==> src/rtl/crc_pkg.sv <==
// Shared types and constants for the CRC feeder: FSM states, size codes,
// register-select codes and the size-to-lane mapping.
package crc_pkg;

  typedef enum logic [1:0] {
    StIdle,
    StIssue,
    StHold,
    StWait
  } state_e;

  typedef enum logic [1:0] {
    Size8    = 2'b00,
    Size16   = 2'b01,
    Size32   = 2'b10,
    SizeRsvd = 2'b11
  } size_e;

  localparam logic [1:0] RsData = 2'b10;
  localparam logic [1:0] RsRefl = 2'b11;

  typedef struct packed {
    logic        reflect;
    logic [1:0]  size;
    logic [31:0] data;
  } entry_t;

  // Byte lanes are LSB first, so wider sizes just add higher lanes.
  function automatic logic [3:0] size_to_wrl(input logic [1:0] size);
    logic [3:0] wrl;
    case (size)
      Size8:   wrl = 4'b0001;
      Size16:  wrl = 4'b0011;
      Size32:  wrl = 4'b1111;
      default: wrl = 4'b0000;
    endcase
    return wrl;
  endfunction

endpackage

==> src/rtl/crc_feeder_if.sv <==
// Bus-side push port of the CRC feeder.
interface crc_feeder_if;
  logic        wr_valid;
  logic [31:0] wr_data;
  logic [1:0]  wr_size;
  logic        wr_reflect;
  logic        wr_ready;

  modport master (
    output wr_valid,
    output wr_data,
    output wr_size,
    output wr_reflect,
    input  wr_ready
  );

  modport slave (
    input  wr_valid,
    input  wr_data,
    input  wr_size,
    input  wr_reflect,
    output wr_ready
  );
endinterface

==> src/rtl/crc_feeder_fifo.sv <==
// Synchronous FIFO of feeder entries; storage is not reset, only pointers/level.
module crc_feeder_fifo
  import crc_pkg::*;
#(
  parameter int unsigned DEPTH = 4
) (
  input  logic                     clk,
  input  logic                     reset,
  input  logic                     flush,
  input  logic                     push,
  input  logic                     pop,
  input  entry_t                   push_entry,
  output entry_t                   head,
  output logic [$clog2(DEPTH):0]   level,
  output logic                     full,
  output logic                     empty
);

  localparam int unsigned AW = $clog2(DEPTH);

  entry_t          mem [DEPTH];
  logic [AW-1:0]   rd_ptr;
  logic [AW-1:0]   wr_ptr;
  logic [AW:0]     count;

  // Storage write; no reset needed since level gates what is visible.
  always_ff @(posedge clk) begin
    if (push) begin
      mem[wr_ptr] <= push_entry;
    end
  end

  // Pointers wrap naturally because DEPTH is a power of two.
  always_ff @(posedge clk or posedge reset) begin
    if (reset) begin
      rd_ptr <= '0;
      wr_ptr <= '0;
      count  <= '0;
    end else if (flush) begin
      rd_ptr <= '0;
      wr_ptr <= '0;
      count  <= '0;
    end else begin
      if (push) wr_ptr <= wr_ptr + 1'b1;
      if (pop)  rd_ptr <= rd_ptr + 1'b1;
      case ({push, pop})
        2'b10:   count <= count + 1'b1;
        2'b01:   count <= count - 1'b1;
        default: count <= count;
      endcase
    end
  end

  assign head  = mem[rd_ptr];
  assign level = count;
  assign full  = (count == (AW + 1)'(DEPTH));
  assign empty = (count == '0);

endmodule

==> src/rtl/crc_feeder.sv <==
// Queues bus writes and replays them to a CRC engine as single-cycle strobes,
// pacing each transfer on the engine's terminal-count flag.
module crc_feeder
  import crc_pkg::*;
#(
  parameter int unsigned DEPTH = 4
) (
  input  logic                   clk,
  input  logic                   reset,
  crc_feeder_if.slave            bus,
  input  logic                   flush,
  output logic [$clog2(DEPTH):0] level,
  output logic                   err,
  output logic                   idle,
  output logic                   done,
  output logic                   crc_wr,
  output logic [1:0]             crc_rs,
  output logic [3:0]             crc_wrl,
  output logic [31:0]            crc_d,
  input  logic                   crc_ready
);

  state_e      state_q, state_d;
  entry_t      head, push_entry;
  logic        full, empty, rsvd, push, pop;
  logic        err_q, idle_q;
  logic [31:0] crc_d_q;
  logic [1:0]  crc_rs_q;
  logic [3:0]  crc_wrl_q;

  assign bus.wr_ready = ~full;
  assign rsvd         = (bus.wr_size == SizeRsvd);
  assign push         = bus.wr_valid & ~full & ~flush & ~rsvd;
  assign pop          = (state_q == StIdle) & ~empty & crc_ready & ~flush;
  assign push_entry   = '{reflect: bus.wr_reflect, size: bus.wr_size, data: bus.wr_data};

  crc_feeder_fifo #(
    .DEPTH(DEPTH)
  ) u_fifo (
    .clk       (clk),
    .reset     (reset),
    .flush     (flush),
    .push      (push),
    .pop       (pop),
    .push_entry(push_entry),
    .head      (head),
    .level     (level),
    .full      (full),
    .empty     (empty)
  );

  // Next state; an in-flight strobe is never cut short by flush.
  always_comb begin
    state_d = state_q;
    unique case (state_q)
      StIdle:  if (pop) state_d = StIssue;
      StIssue: state_d = StHold;
      StHold:  state_d = flush ? StIdle : StWait;
      StWait:  if (flush || crc_ready) state_d = StIdle;
      default: state_d = StIdle;
    endcase
  end

  // State, output word registers, sticky error and idle history.
  always_ff @(posedge clk or posedge reset) begin
    if (reset) begin
      state_q   <= StIdle;
      crc_d_q   <= '0;
      crc_rs_q  <= RsData;
      crc_wrl_q <= '0;
      err_q     <= 1'b0;
      idle_q    <= 1'b0;
    end else begin
      state_q <= state_d;
      idle_q  <= idle;
      if (pop) begin
        crc_d_q   <= head.data;
        crc_rs_q  <= head.reflect ? RsRefl : RsData;
        crc_wrl_q <= size_to_wrl(head.size);
      end
      if (flush) begin
        err_q <= 1'b0;
      end else if (bus.wr_valid && !full && rsvd) begin
        err_q <= 1'b1;
      end
    end
  end

  assign crc_wr  = (state_q == StIssue);
  assign crc_d   = crc_d_q;
  assign crc_rs  = crc_rs_q;
  assign crc_wrl = crc_wrl_q;
  assign err     = err_q;
  assign idle    = empty & (state_q == StIdle) & crc_ready;
  // Masked during reset so the pulse cannot appear while everything is cleared.
  assign done    = idle & ~idle_q & ~reset;

endmodule

==> src/flat_wrapper.sv <==
// flat-port wrapper written by rule: the top's interface ports become plain ports
module crc_feeder_flat import crc_pkg::*;
#(
  parameter int unsigned DEPTH = 4
)
  (clk, reset, flush, level, err, idle, done, crc_wr, crc_rs, crc_wrl, crc_d, crc_ready, bus_wr_valid, bus_wr_data, bus_wr_size, bus_wr_reflect, bus_wr_ready);
  crc_feeder_if bus_i ();
  input  logic clk;
  input  logic reset;
  input  logic flush;
  output logic [$clog2(DEPTH):0] level;
  output logic err;
  output logic idle;
  output logic done;
  output logic crc_wr;
  output logic [1:0] crc_rs;
  output logic [3:0] crc_wrl;
  output logic [31:0] crc_d;
  input  logic crc_ready;
  input wire logic [$bits(bus_i.wr_valid)-1:0] bus_wr_valid;
  input wire logic [$bits(bus_i.wr_data)-1:0] bus_wr_data;
  input wire logic [$bits(bus_i.wr_size)-1:0] bus_wr_size;
  input wire logic [$bits(bus_i.wr_reflect)-1:0] bus_wr_reflect;
  output wire logic [$bits(bus_i.wr_ready)-1:0] bus_wr_ready;
  assign bus_i.wr_valid = bus_wr_valid;
  assign bus_i.wr_data = bus_wr_data;
  assign bus_i.wr_size = bus_wr_size;
  assign bus_i.wr_reflect = bus_wr_reflect;
  assign bus_wr_ready = bus_i.wr_ready;
  crc_feeder #(.DEPTH(DEPTH)) u_core (.clk(clk), .reset(reset), .bus(bus_i), .flush(flush), .level(level), .err(err), .idle(idle), .done(done), .crc_wr(crc_wr), .crc_rs(crc_rs), .crc_wrl(crc_wrl), .crc_d(crc_d), .crc_ready(crc_ready));
endmodule
==> config.mk <==
export PLATFORM = sky130hd
export DESIGN_NAME = crc_feeder_flat
export DESIGN_NICKNAME = d
export VERILOG_FILES = /design/src/rtl/crc_pkg.sv /design/src/rtl/crc_feeder_if.sv /design/src/rtl/crc_feeder_fifo.sv /design/src/rtl/crc_feeder.sv /design/src/flat_wrapper.sv
export SDC_FILE = /design/constraint.sdc
export NUM_CORES = 1
export LEC_CHECK = 0
export BUFFER_PORTS_ARGS = -buffer_cell sky130_fd_sc_hd__buf_2
export CAP_MARGIN = 20
export CORE_MARGIN = 1.5
export CORE_UTILIZATION = 24
export DETAILED_ROUTE_END_ITERATION = 16
export PLACE_DENSITY_LB_ADDON = 0.15
export SYNTH_ARGS = -nofsm -noshare
export SYNTH_HDL_FRONTEND = slang
export SYNTH_SLANG_ARGS = --single-unit
==> constraint.sdc <==
create_clock -name clk -period 5.4 [get_ports clk]
set_input_delay 0.54 -clock clk [delete_from_list [all_inputs] [get_ports clk]]
set_output_delay 0.54 -clock clk [all_outputs]
set_load 0.02 [all_outputs]
; After elaboration in Yosys (flattened, before gate mapping)
; Memory sizes are Yosys's and may differ from the RTL's.
; Cells that the tools add are included.
[word_totals]
input_bits = 40
n_memories = 1
mem_bits_rw = 140
register_bits = 49
[mem_list]
columns = memory, words, width, rd, rd_ports_with_merged_regs, wr, line_no
row1 = u_core.u_fifo.mem, 4, 35, 1, 0, 1, crc_feeder_fifo.sv:21  ; entry_t mem [DEPTH];
[classes]
add_sub_neg = 4
reduce_logical = 12
n_eq_ne = 11
bitwise_logic = 16
n_mux = 16
[op_table]
columns = cell, count
row1 = two-way mux 2 bit, 7
row2 = one-hot mux 4 bit (3 select lines), 1
row3 = bitwise AND 1 bit, 10
row4 = "equality test 2 bit, second input constant", 5
row5 = one-hot mux 2 bit (4 select lines), 1
row6 = "equality test 2 x 1 -> 1 bit, second input constant", 3
row7 = inverter 1 bit, 6
row8 = one-hot mux 3 bit (2 select lines), 1
row9 = nonzero test 2 bit, 3
row10 = two-way mux 1 bit, 5
row11 = "adder 2 x 1 -> 2 bit, second input constant", 2
row12 = zero test 2 bit, 2
row13 = "adder 3 x 1 -> 3 bit, second input constant", 1
row14 = "equality test 3 bit, second input constant", 1
row15 = zero test 3 bit, 1
row16 = two-way mux 3 bit, 1
row17 = nonzero test 3 bit, 1
row18 = "subtractor 3 x 1 -> 3 bit, second input constant", 1
row19 = logical AND 1 bit, 2
row20 = "!= test 2 x 1 -> 1 bit, second input constant", 1
row21 = "!= test 2 bit, second input constant", 1
row22 = AND reduction 2 bit, 1
row23 = zero test 1 bit, 1
row24 = logical OR 1 bit, 1

; Logic depth before layout (Yosys ltp)
; Gate-level depths: netlist of run 1.
[logic_depth]
ltp_word = 8
depth_mapped = 9
mapped_depth_nobuf = 7

; Modules after synthesis
; From an unflattened synthesis of run 1, not the netlist that was laid out.
[unflattened]
cells_unflattened = 331
area_unflattened_um2 = 7270.7
[modules_own_cells]
columns = module, n_inst, cells_each, area_per_inst_um2, seq_area_each_um2
row1 = crc_feeder_fifo, 1, 225, 5541.6, 4379.2
row2 = crc_feeder, 1, 106, 1729.2, 1001.0

; Least setup slack after synthesis of run 1
; OpenSTA, ideal clock, no wires.
[synth_timing]
path_kind = register to register
start = register u_core.u_fifo.count[0], in the netlist u_core.u_fifo.level[0]
end = memory u_core.u_fifo.mem[0][0] in the netlist's numbering (enable)
path_slack_ps = 2751
setup_ps = 396
path_buffers = 1
arrival_time_ps = 2253
period_less_slack_ps = 2649
stages_incl_launch_ff = 6
t_required_ps = 5004
cell_sequence = dfrtp_1 or3b_1 clkbuf_1 nand3_2 nor2_1 and2_1
[synth_between]
elab_chain_cells = 7
[synth_lines]
columns = item, line_no
row1 = start: declaration, crc_feeder_fifo.sv:24  ; logic [AW:0] count;
row2 = start signal: assignment, crc_feeder_fifo.sv:47  ; 2'b10: count <= count + 1'b1;
row3 = start signal: assignment, crc_feeder_fifo.sv:48  ; 2'b01: count <= count - 1'b1;
row4 = start signal: assignment, crc_feeder_fifo.sv:49  ; default: count <= count;
row5 = equality test 3 bit, crc_feeder_fifo.sv:56  ; assign full = (count == (AW + 1)'(DEPTH));
row6 = inverter 1 bit, -
row7 = net bus_wr_ready, flat_wrapper.sv:24  ; output wire logic [$bits(bus_i.wr_ready)-1:0] bus_wr_ready;
row8 = bitwise AND 1 bit (3 in series), crc_feeder.sv:33  ; assign push = bus.wr_valid & ~full & ~flush & ~rsvd;
row9 = two-way mux 1 bit, crc_feeder_fifo.sv:28  ; if (push) begin
row10 = two-way mux 1 bit (not written as such), crc_feeder_fifo.sv:29  ; mem[wr_ptr] <= push_entry;
row11 = end: declaration, crc_feeder_fifo.sv:21
; The timed path passes the listed nets, and every way through them passes these cells.

; Worst setup path in the final report of run 1
[layout_timing]
start = register u_core.u_fifo.count[0], in the netlist u_core.u_fifo.level[0]
end = register u_core.u_fifo.count[2], in the netlist u_core.u_fifo.level[2]
[layout_between]
elab_chain_cells = 8
elab_cells_between_ends = 17
classes_between = add/sub (2) / eq/ne (3) / mux (2) / bitwise (8) / reduce/logical (2)
[layout_lines]
columns = item, line_no
row1 = equality test 3 bit or zero test 3 bit (tied branches), "crc_feeder_fifo.sv:56, crc_feeder_fifo.sv:57"
row2 = inverter 1 bit (on tied branches), "crc_feeder.sv:33, crc_feeder.sv:34"
row3 = bitwise AND 1 bit (on tied branches) (3 in series), "crc_feeder.sv:33, crc_feeder.sv:34"
row4 = equality test 2 x 1 -> 1 bit or equality test 2 bit (tied branches), crc_feeder_fifo.sv:46  ; case ({push, pop})
row5 = one-hot mux 3 bit (2 select lines), crc_feeder_fifo.sv:46
row6 = two-way mux 3 bit, crc_feeder_fifo.sv:39  ; end else if (flush) begin
; Parallel ways exist; a longest one is shown, timed or not.
; A chain may end at the register's enable or synchronous reset.

==> results.sh, run 1 <==
export IMPL_wl_um=14700
export IMPL_rsz0062_at_grt="no"
export IMPL_p_sw_uw=1130
export IMPL_finalHoldViolations=0
export IMPL_io_pin_count=86
export IMPL_reg2reg_depth=7
export IMPL_power_frac_comb_pct=20.4
export IMPL_synth_cells=336
export IMPL_critPathArrivalTime_ns=3.04
export IMPL_drv_cap=0
export IMPL_start_kind="flop"
export IMPL_report_final_slew_viol_count=0
export IMPL_route_detailed_drc=0
export IMPL_wl_per_cell_um=17.8
export IMPL_pwr_share_seq_pct=49.3
export IMPL_clockBufferDepth=2
export IMPL_worstMarginPinSlew_ns=1.04
export IMPL_async_flop_share_pct=25.1
export IMPL_cts_sinks=187
export IMPL_vias=3354
export IMPL_synth_seq_cells=187
export IMPL_cts_tree="yes"
export IMPL_cts_made_buffers=17
export IMPL_overflow=0
export IMPL_yosysWarnings=0
export IMPL_grt_max_degree=40
export IMPL_drt_iter0_markers=242
export IMPL_maxSlewHeadroom_pct=30.4
export IMPL_r2r_start="u_core.u_fifo.level[0]$_DFFE_PP0P_"
export IMPL_power_internal_uw=2710
export IMPL_crit_type="reg2reg"
export IMPL_start_util_pct=24.5
export IMPL_finalClockSkew_ns=0.0141
export IMPL_design_area_mm2=0.00852
export IMPL_status="complete, no violations"
export IMPL_synth_seq_area_share_pct=75.8
export IMPL_synthToLayoutAreaGrowth_pct=20.0
export IMPL_setup_ws_ns=2.67
export IMPL_min_period_ns=2.73
export IMPL_swShare_pct=29.5
export IMPL_synth_area_mm2=0.00710
export IMPL_top_layer_used="met5"
export IMPL_grt_usage_pct=10.2
export IMPL_reg2reg_slack_ns=2.67
export IMPL_dr_wl_met2_um=6770
export IMPL_clockPowerShare_pct=30.3
export IMPL_drtAntennaViolNets=0
export IMPL_dr_pass1_iters=6
export IMPL_cts_root_buf="clkbuf_16"
export IMPL_r2r_end="u_core.u_fifo.level[2]$_DFFE_PP0P_"
export IMPL_die_area_mm2=0.0306
export IMPL_fp_row_count=62
export IMPL_drive_above_1_share_pct=45.6
export IMPL_leakagePower_uw=0.00307
export IMPL_path_clk_slew_ns=0.07
export IMPL_fp_coreArea_mm2=0.0289
export IMPL_hp_class="in2async"
export IMPL_dp_hpwl_um=8750
export IMPL_antenna_found_initial=4
export IMPL_first_global_vias=3621
export IMPL_synth_edff_count=140
export IMPL_place_gp_congestion=0.757
export IMPL_final_nets=475
export IMPL_crit_end="u_core.u_fifo.level[2]$_DFFE_PP0P_"
export IMPL_cts_resized=0
export IMPL_vias_per_cell=4.06
export IMPL_wl_met1_um=7020
export IMPL_wl_met3_um=721
export IMPL_dp_cells=793
export IMPL_required_ns=5.71
export IMPL_crit_start="u_core.u_fifo.level[0]$_DFFE_PP0P_"
export IMPL_p_per_area_mw_per_mm2=451
export IMPL_dpl_cell_area_mm2=0.00796
export IMPL_place_ws_ns=2.47
export IMPL_post_cts_buffers=0
export IMPL_cts_hold_buf=0
export IMPL_fmax_ghz=0.366
export IMPL_insertion_delay_ns=0.43
export IMPL_fin_tns_setup_ns=0
export IMPL_cp_end_kind="flop"
export IMPL_worst_ir_drop_vdd_mv=0.219
export IMPL_port_buffers=84
export IMPL_die_w_um=175
export IMPL_synth_main_ff_cell="edfxtp_1"
export IMPL_syn_avg_cell_area_um2=21.1
export IMPL_fin_crit_sh_pct=50.6
export IMPL_syn_nets=383
export IMPL_ys_types=36
export IMPL_worstPathMaxFanout=39
export IMPL_setup_viol_count_final=0
export IMPL_die_height_um=175
export IMPL_grt_pass1_wl_um=22400
export IMPL_stdcell_count=827
export IMPL_cts_htree_levels=4
-- placed cells by master (no fill, tap or decap), types with 3 or more instances in the layout --
cell,count
edfxtp_1,140
buf_2,84
dfrtp_1,45
mux4_2,35
mux2_2,31
clkbuf_16,17
nor2_1,10
ha_1,6
nand2_1,5
mux2_4,5
buf_4,5
nor2b_1,4
inv_1,4
and2_2,4
clkinv_4,4
inv_6,4
nand2b_1,3
-- critical path: stages, from the launching register on --
cell,delay (ns)
dfrtp_1,0.45
nor3_1,0.27
or3_4,0.62
nor2b_1,0.13
fa_1,0.41
and3_1,0.16
a32oi_1,0.21
mux2_2,0.35
-- per-stage QoR --
step           power (uW)  utilization [%]  hold WS, ns
4_1_cts              3920             29.4        0.186
5_1_grt              4040             29.4        0.227
3_3_place_gp         2730             27.5        0.471
2_1_floorplan        2440                -        0.479
3_5_place_dp         2740             27.5        0.478
6_report             3850             29.5        0.190
-- layout make-up --
cell class / instances / area, um2
diodes: 2 / 5.00
clock buffers: 17 / 425
clock inverters: 15 / 134
fillers: 2870 / 20400
inverters: 5 / 18.8
multi-input cells: 128 / 1620
flip-flops and latches: 187 / 5390
well taps: 384 / 480
repair buffers: 89 / 458
-- registers in the layout, summed over array words and instances (netlist names) --
register              cells
u_core.u_fifo.mem       140
u_core.crc_d             32
u_core.crc_wrl            3
u_core.u_fifo.level       3
u_core.state_q            2
u_core.u_fifo.rd_ptr      2
u_core.u_fifo.wr_ptr      2
u_core.crc_rs             1
u_core.err                1
u_core.idle_q             1
-- synth_stat cells, types with 2 or more instances --
library cell  count  area share, %
edfxtp_1        140             59
dfrtp_1          47             17
mux4_2           35             11
mux2_2           31            4.9
nor2_1           10           0.53
buf_2             6           0.42
ha_1              6            1.1
clkbuf_1          5           0.26
inv_1             5           0.26
mux2_4            5            1.1
nand2_1           5           0.26
and2_1            4           0.35
nor2b_1           4           0.35
nand2b_1          3           0.26
a21oi_1           2           0.14
buf_4             2           0.21
buf_6             2           0.32
mux2i_1           2           0.28
o21ai_0           2           0.14
or3b_1            2           0.25
xnor2_1           2           0.25
xor2_1            2           0.25
-- worst min path at each step --
| stage | from | to | slack (ns) | cells after the start |
|---|---|---|---|---|
| finish | reset | u_core.err$_DFFE_PP0P_ | 0.19 | 2 |
| global route | reset | u_core.err$_DFFE_PP0P_ | 0.23 | 2 |
| CTS | reset | u_core.idle_q$_DFF_PP0_ | 0.19 | 2 |
| detailed placement | u_core.crc_wrl[1]$_DFFE_PP0P_ | u_core.crc_wrl[1]$_DFFE_PP0P_ | 0.48 | 2 |
| global placement | u_core.crc_wrl[1]$_DFFE_PP0P_ | u_core.crc_wrl[1]$_DFFE_PP0P_ | 0.47 | 2 |
| floorplan | u_core.state_q[1]$_DFFE_PP0P_ | u_core.state_q[1]$_DFFE_PP0P_ | 0.48 | 1 |
-- power groups by stage --
stage	registers, uW	clock network, uW	logic [uW]
after floorplan	2020	0	418
after global placement	1930	0	800
after detailed placement	1940	0	802
after CTS	1910	1210	802
after global routing	1940	1250	847
final	1890	1170	784
-- per-layer routing --
layer	up-vias	track usage, %
li1	1509	-
met1	1744	13.6
met2	77	15.7
met3	20	3.35
met4	4	3.56
met5	-	0
-- cells by family after synthesis --
kind of cell / share of synthesized area, %
flops: 75.8
other cells: 0.0528
simple gates: 2.80
compound gates: 0.652
xor+xnor: 0.493
fa+ha+maj: 1.34
mux: 17.4
buf+inv: 1.53
No activity file was read; power rests on OpenSTA's default activity.
==> run 2: changes to the inputs <==
- clock period: 5.4 -> 2.6 ns (I/O delays scaled with it)
==> run 2 against run 1 <==
- final area increased by 1.7%
- clock power increased by 120%
- sequential share of layout area fell by 1.0 points
- clock skew grew 0.0045 ns
- clock-buffer cell count stayed put
- wire length increased by 2.8%
- utilization rose by 0.49 points
- power increased by 110%
- sequential power grew 100%
- critical endpoint unchanged
==> results.sh, run 2 (synthesis results as in run 1) <==
export IMPL_worst_ir_drop_vdd_mv=0.428
export IMPL_drive_above_1_share_pct=46.1
export IMPL_largest_reg_flops=140
export IMPL_cts_root_buf="clkbuf_16"
export IMPL_die_area_mm2=0.0306
export IMPL_fp_row_count=62
export IMPL_final_nets=483
export IMPL_insertion_delay_ns=0.43
export IMPL_grt_max_degree=39
export IMPL_slowest_delay_ns=0.46
export IMPL_cts_made_buffers=17
export IMPL_dr_pass1_iters=4
export IMPL_maxSlewHeadroom_pct=54.2
export IMPL_report_final_slew_viol_count=0
export IMPL_rsz0062_at_grt="no"
export IMPL_fmax_ghz=0.440
export IMPL_cts_htree_levels=4
export IMPL_crit_type="reg2reg"
export IMPL_cts_tree="yes"
export IMPL_path_clk_slew_ns=0.07
export IMPL_worstPathMaxFanout=7
export IMPL_drv_cap=0
export IMPL_drtAntennaViolNets=0
export IMPL_overflow=0
export IMPL_clockBufferDepth=2
export IMPL_critPathArrivalTime_ns=2.59
export IMPL_synthToLayoutAreaGrowth_pct=22.0
export IMPL_drt_iter0_markers=185
export IMPL_port_buffers=84
export IMPL_die_w_um=175
export IMPL_finalClockSkew_ns=0.0185
export IMPL_wl_per_cell_um=18.1
export IMPL_min_period_ns=2.27
export IMPL_cp_end_kind="flop"
export IMPL_cts_sinks=187
export IMPL_hp_class="in2reg"
export IMPL_vias=3441
export IMPL_fillers=2865
export IMPL_grt_pass1_wl_um=23100
export IMPL_p_per_area_mw_per_mm2=943
export IMPL_grt_usage_pct=10.5
export IMPL_slowest_stage="dfrtp_1"
export IMPL_worstMarginPinSlew_ns=0.685
export IMPL_finalHoldViolations=0
export IMPL_start_kind="flop"
export IMPL_start_util_pct=24.5
export IMPL_fin_crit_sh_pct=87.4
export IMPL_antenna_found_initial=1
export IMPL_cts_resized=0
export IMPL_fin_tns_setup_ns=0
export IMPL_die_height_um=175
export IMPL_final_common_cell="edfxtp_1"
export IMPL_crit_chain="or3b_1 -> nand3_2 -> nor2b_1 -> fa_1 -> and3_1 -> a32oi_1 -> mux2_2"
export IMPL_largest_register="u_core.u_fifo.mem"
export IMPL_leakagePower_uw=0.00313
export IMPL_wl_um=15100
export IMPL_required_ns=2.92
export IMPL_route_detailed_drc=0
export IMPL_mostFrequentLayoutCells="140 x edfxtp_1, 84 x buf_2, 45 x dfrtp_1, 35 x mux4_2, 31 x mux2_2"
export IMPL_fp_coreArea_mm2=0.0289
export IMPL_dpl_cell_area_mm2=0.00807
export IMPL_status="complete, no violations"
export IMPL_place_gp_congestion=0.716
export IMPL_post_cts_buffers=0
export IMPL_design_area_mm2=0.00867
export IMPL_first_global_vias=3718
export IMPL_cts_hold_buf=1
export IMPL_vias_per_cell=4.13
export IMPL_io_pin_count=86
export IMPL_setup_viol_count_final=0
export IMPL_dp_hpwl_um=8880
-- run 2: cell count changes in the layout (fill, tap and decap cells not counted) --
cell           change
buf_12             +5
clkinv_4           -3
inv_6              +3
buf_4              +2
clkinv_2           -2
bufinv_16          +1
clkinv_1           +1
clkinvlp_4         +1
diode_2            -1
dlygate4sd3_1      +1
inv_8              -1
-- run 2: worst paths after layout --
path	startpoint	endpoint	slack [ns]	cells after the start
max in group asynchronous	reset	u_core.crc_d[12]$_DFFE_PP0P_	1.31	4
setup reg to reg	u_core.u_fifo.level[0]$_DFFE_PP0P_	u_core.u_fifo.level[2]$_DFFE_PP0P_	0.33	7
min in group asynchronous	reset	u_core.u_fifo.wr_ptr[1]$_DFFE_PP0P_	0.51	3
setup / recovery	u_core.u_fifo.level[0]$_DFFE_PP0P_	u_core.u_fifo.level[2]$_DFFE_PP0P_	0.33	7
hold reg to reg	u_core.crc_wrl[0]$_DFFE_PP0P_	u_core.crc_wrl[0]$_DFFE_PP0P_	0.49	2
hold / removal	bus_wr_data[18]	u_core.u_fifo.mem[3][18]$_DFFE_PP_	0.05	1
-- run 2: routing by layer --
| layer | routed length (um) | GRT usage [%] | vias up |
|---|---|---|---|
| met5 | 0 | 0 | - |
| met4 | 147 | 3.42 | 0 |
| met3 | 572 | 2.87 | 8 |
| met2 | 7390 | 16.8 | 67 |
| met1 | 7010 | 13.7 | 1839 |
| li1 | - | - | 1527 |
-- run 2: cell type report --
class	count	area [um2]	share of cell area (%)
inverters	5	18.8	0.217
diodes	1	2.50	0.0289
multi-input cells	128	1620	18.7
repair buffers	97	583	6.73
well taps	384	480	5.54
clock buffers	17	425	4.91
flip-flops and latches	187	5390	62.1
clock inverters	15	154	1.78
-- run 2: through the flow --
stage	setup slack, ns	total power, uW	instances	hold WS [ns]	util [%]
detailed placement	0.331	5750	800	0.447	27.9
global placement	0.411	5720	800	0.436	27.9
CTS	0.316	8330	833	0.0177	29.9
floorplan	0.0811	5070	336	0.359	-
finish	0.327	8170	834	0.0451	29.9
global route	0.178	8590	833	0.0292	29.9
-- run 2: power breakdown --
group | switching (uW) | internal [uW]
combinational | 954 | 804
sequential | 256 | 3610
clock | 1190 | 1360
-- run 2: critical path: cells and delay by family (launching register included) --
kind	cells	cell delay [ns]
compound gates	1	0.19
mux	1	0.35
flops	1	0.46
simple gates	4	0.77
fa+ha+maj	1	0.38
==> run 3: changes to the inputs <==
- MAX_ROUTING_LAYER: unset -> met4
- TNS_END_PERCENT: unset -> 1
==> run 3 against run 2 <==
- largest power group unchanged
- global-route usage grew 0.24 points
- wire length fell by 1.1%
- maximum frequency is 0.38% lower
- clock-buffer cell count up 3
- the flow now finishes with violations (hold timing)
- first-iteration DRC count fell by 14%
- combinational power hardly changed
==> results.sh, run 3 (synthesis results as in run 1) <==
export IMPL_status="finished, violations left"
export IMPL_violations="hold timing"
export IMPL_route_detailed_drc=0
export IMPL_hp_class="in2async"
export IMPL_fp_coreArea_mm2=0.0289
export IMPL_first_global_vias=3640
export IMPL_fin_crit_sh_pct=87.8
export IMPL_fillers=2843
export IMPL_cts_root_buf="clkbuf_16"
export IMPL_dp_hpwl_um=9480
export IMPL_start_util_pct=24.5
export IMPL_cts_htree_levels=4
export IMPL_cp_end_kind="flop"
export IMPL_worst_ir_drop_vdd_mv=0.417
export IMPL_required_ns=2.90
export IMPL_drtAntennaViolNets=0
export IMPL_vias=3387
export IMPL_finalHoldViolations=1
export IMPL_p_per_area_mw_per_mm2=927
export IMPL_finalClockSkew_ns=0.0148
export IMPL_fp_row_count=62
export IMPL_io_pin_count=86
export IMPL_critPathArrivalTime_ns=2.59
export IMPL_grt_usage_pct=10.7
export IMPL_hold_slack_ns=-0.00644
export IMPL_leakagePower_uw=0.00310
export IMPL_power_internal_uw=5670
export IMPL_start_kind="flop"
export IMPL_synthToLayoutAreaGrowth_pct=21.3
export IMPL_multiInputGateArea_mm2=0.00162
export IMPL_drv_cap=0
export IMPL_mostFrequentLayoutCells="140 x edfxtp_1, 84 x buf_2, 45 x dfrtp_1, 35 x mux4_2, 31 x mux2_2"
export IMPL_insertion_delay_ns=0.42
export IMPL_fin_tns_setup_ns=0
export IMPL_overflow=0
export IMPL_cts_made_buffers=17
export IMPL_power_frac_comb_pct=21.8
export IMPL_clockPowerShare_pct=29.7
export IMPL_regArea_mm2=0.00539
export IMPL_cts_resized=0
export IMPL_die_area_mm2=0.0306
export IMPL_report_final_slew_viol_count=0
export IMPL_pwr_share_seq_pct=48.5
export IMPL_wl_um=15000
export IMPL_fmax_ghz=0.438
export IMPL_cts_tree="yes"
export IMPL_wl_per_cell_um=17.9
export IMPL_largest_register="u_core.u_fifo.mem"
export IMPL_rsz0062_at_grt="no"
export IMPL_cts_hold_buf=0
export IMPL_dp_cells=801
export IMPL_place_gp_congestion=0.708
export IMPL_die_height_um=175
export IMPL_path_clk_slew_ns=0.07
export IMPL_cts_sinks=187
export IMPL_p_sw_uw=2320
export IMPL_drt_iter0_markers=159
export IMPL_final_common_cell="edfxtp_1"
export IMPL_worstPathMaxFanout=6
export IMPL_stdcell_count=835
export IMPL_die_w_um=175
export IMPL_dr_pass1_iters=4
export IMPL_final_nets=483
export IMPL_maxSlewHeadroom_pct=46.4
export IMPL_vias_per_cell=4.06
export IMPL_swShare_pct=29.1
export IMPL_crit_type="reg2reg"
export IMPL_worstMarginPinSlew_ns=0.803
export IMPL_grt_max_degree=39
export IMPL_setup_viol_count_final=0
export IMPL_antenna_found_initial=2
export IMPL_drive_above_1_share_pct=46.1
export IMPL_largest_reg_flops=140
export IMPL_clockBufferDepth=2
export IMPL_port_buffers=84
export IMPL_post_cts_buffers=0
export IMPL_min_period_ns=2.28
export IMPL_grt_pass1_wl_um=23000
run 3: layout make-up:
type | count | area share, %
Sequential cell | 187 | 62.5
Clock buffer | 20 | 5.19
Inverter | 5 | 0.218
Clock inverter | 12 | 1.06
Tap cell | 384 | 5.58
Timing Repair Buffer | 97 | 6.60
Multi-Input combinational cell | 128 | 18.8
Antenna cell | 2 | 0.0581
run 3: worst paths after layout:
kind	startpoint	to	slack (ns)	cells after the start
setup / recovery	u_core.u_fifo.level[1]$_DFFE_PP0P_	u_core.u_fifo.level[2]$_DFFE_PP0P_	0.32	7
hold / removal	reset	u_core.u_fifo.level[1]$_DFFE_PP0P_	-0.006	2
setup reg to reg	u_core.u_fifo.level[1]$_DFFE_PP0P_	u_core.u_fifo.level[2]$_DFFE_PP0P_	0.32	7
hold reg to reg	u_core.crc_wrl[0]$_DFFE_PP0P_	u_core.crc_wrl[0]$_DFFE_PP0P_	0.48	2
max in group asynchronous	reset	u_core.u_fifo.wr_ptr[1]$_DFFE_PP0P_	1.91	3
min in group clk	bus_wr_data[22]	u_core.u_fifo.mem[2][22]$_DFFE_PP_	0.05	1
run 3: power groups by stage:
stage	clock (uW)	combinational, uW	sequential (uW)
after detailed placement	0	1780	3950
final	2370	1740	3870
after global routing	2580	1880	3940
after floorplan	0	869	4200
after global placement	0	1780	3930
after CTS	2460	1790	3890
run 3: layer usage:
layer	GRT usage, %	wire (um)	vias up
met5	-	0	-
met1	14.4	7230	1772
met2	15.8	7000	71
li1	-	-	1530
met4	3.63	201	0
met3	2.65	523	14
run 3: critical path, cell delays in order, from the launching register on:
cell	delay, ns
dfrtp_1	0.46
or3b_1	0.25
nand3_2	0.18
nor2b_1	0.19
fa_1	0.37
and3_1	0.16
a32oi_1	0.21
mux2_2	0.35
run 3: metrics by stage:
stage	total power [uW]	instance area, um2	utilization [%]	setup slack (ns)
CTS	8140	8610	29.7	0.294
global route	8400	8610	29.8	0.163
finish	7990	8610	29.8	0.318
global placement	5710	8070	27.9	0.363
floorplan	5070	7100	-	-0.0485
detailed placement	5730	8070	27.9	0.312
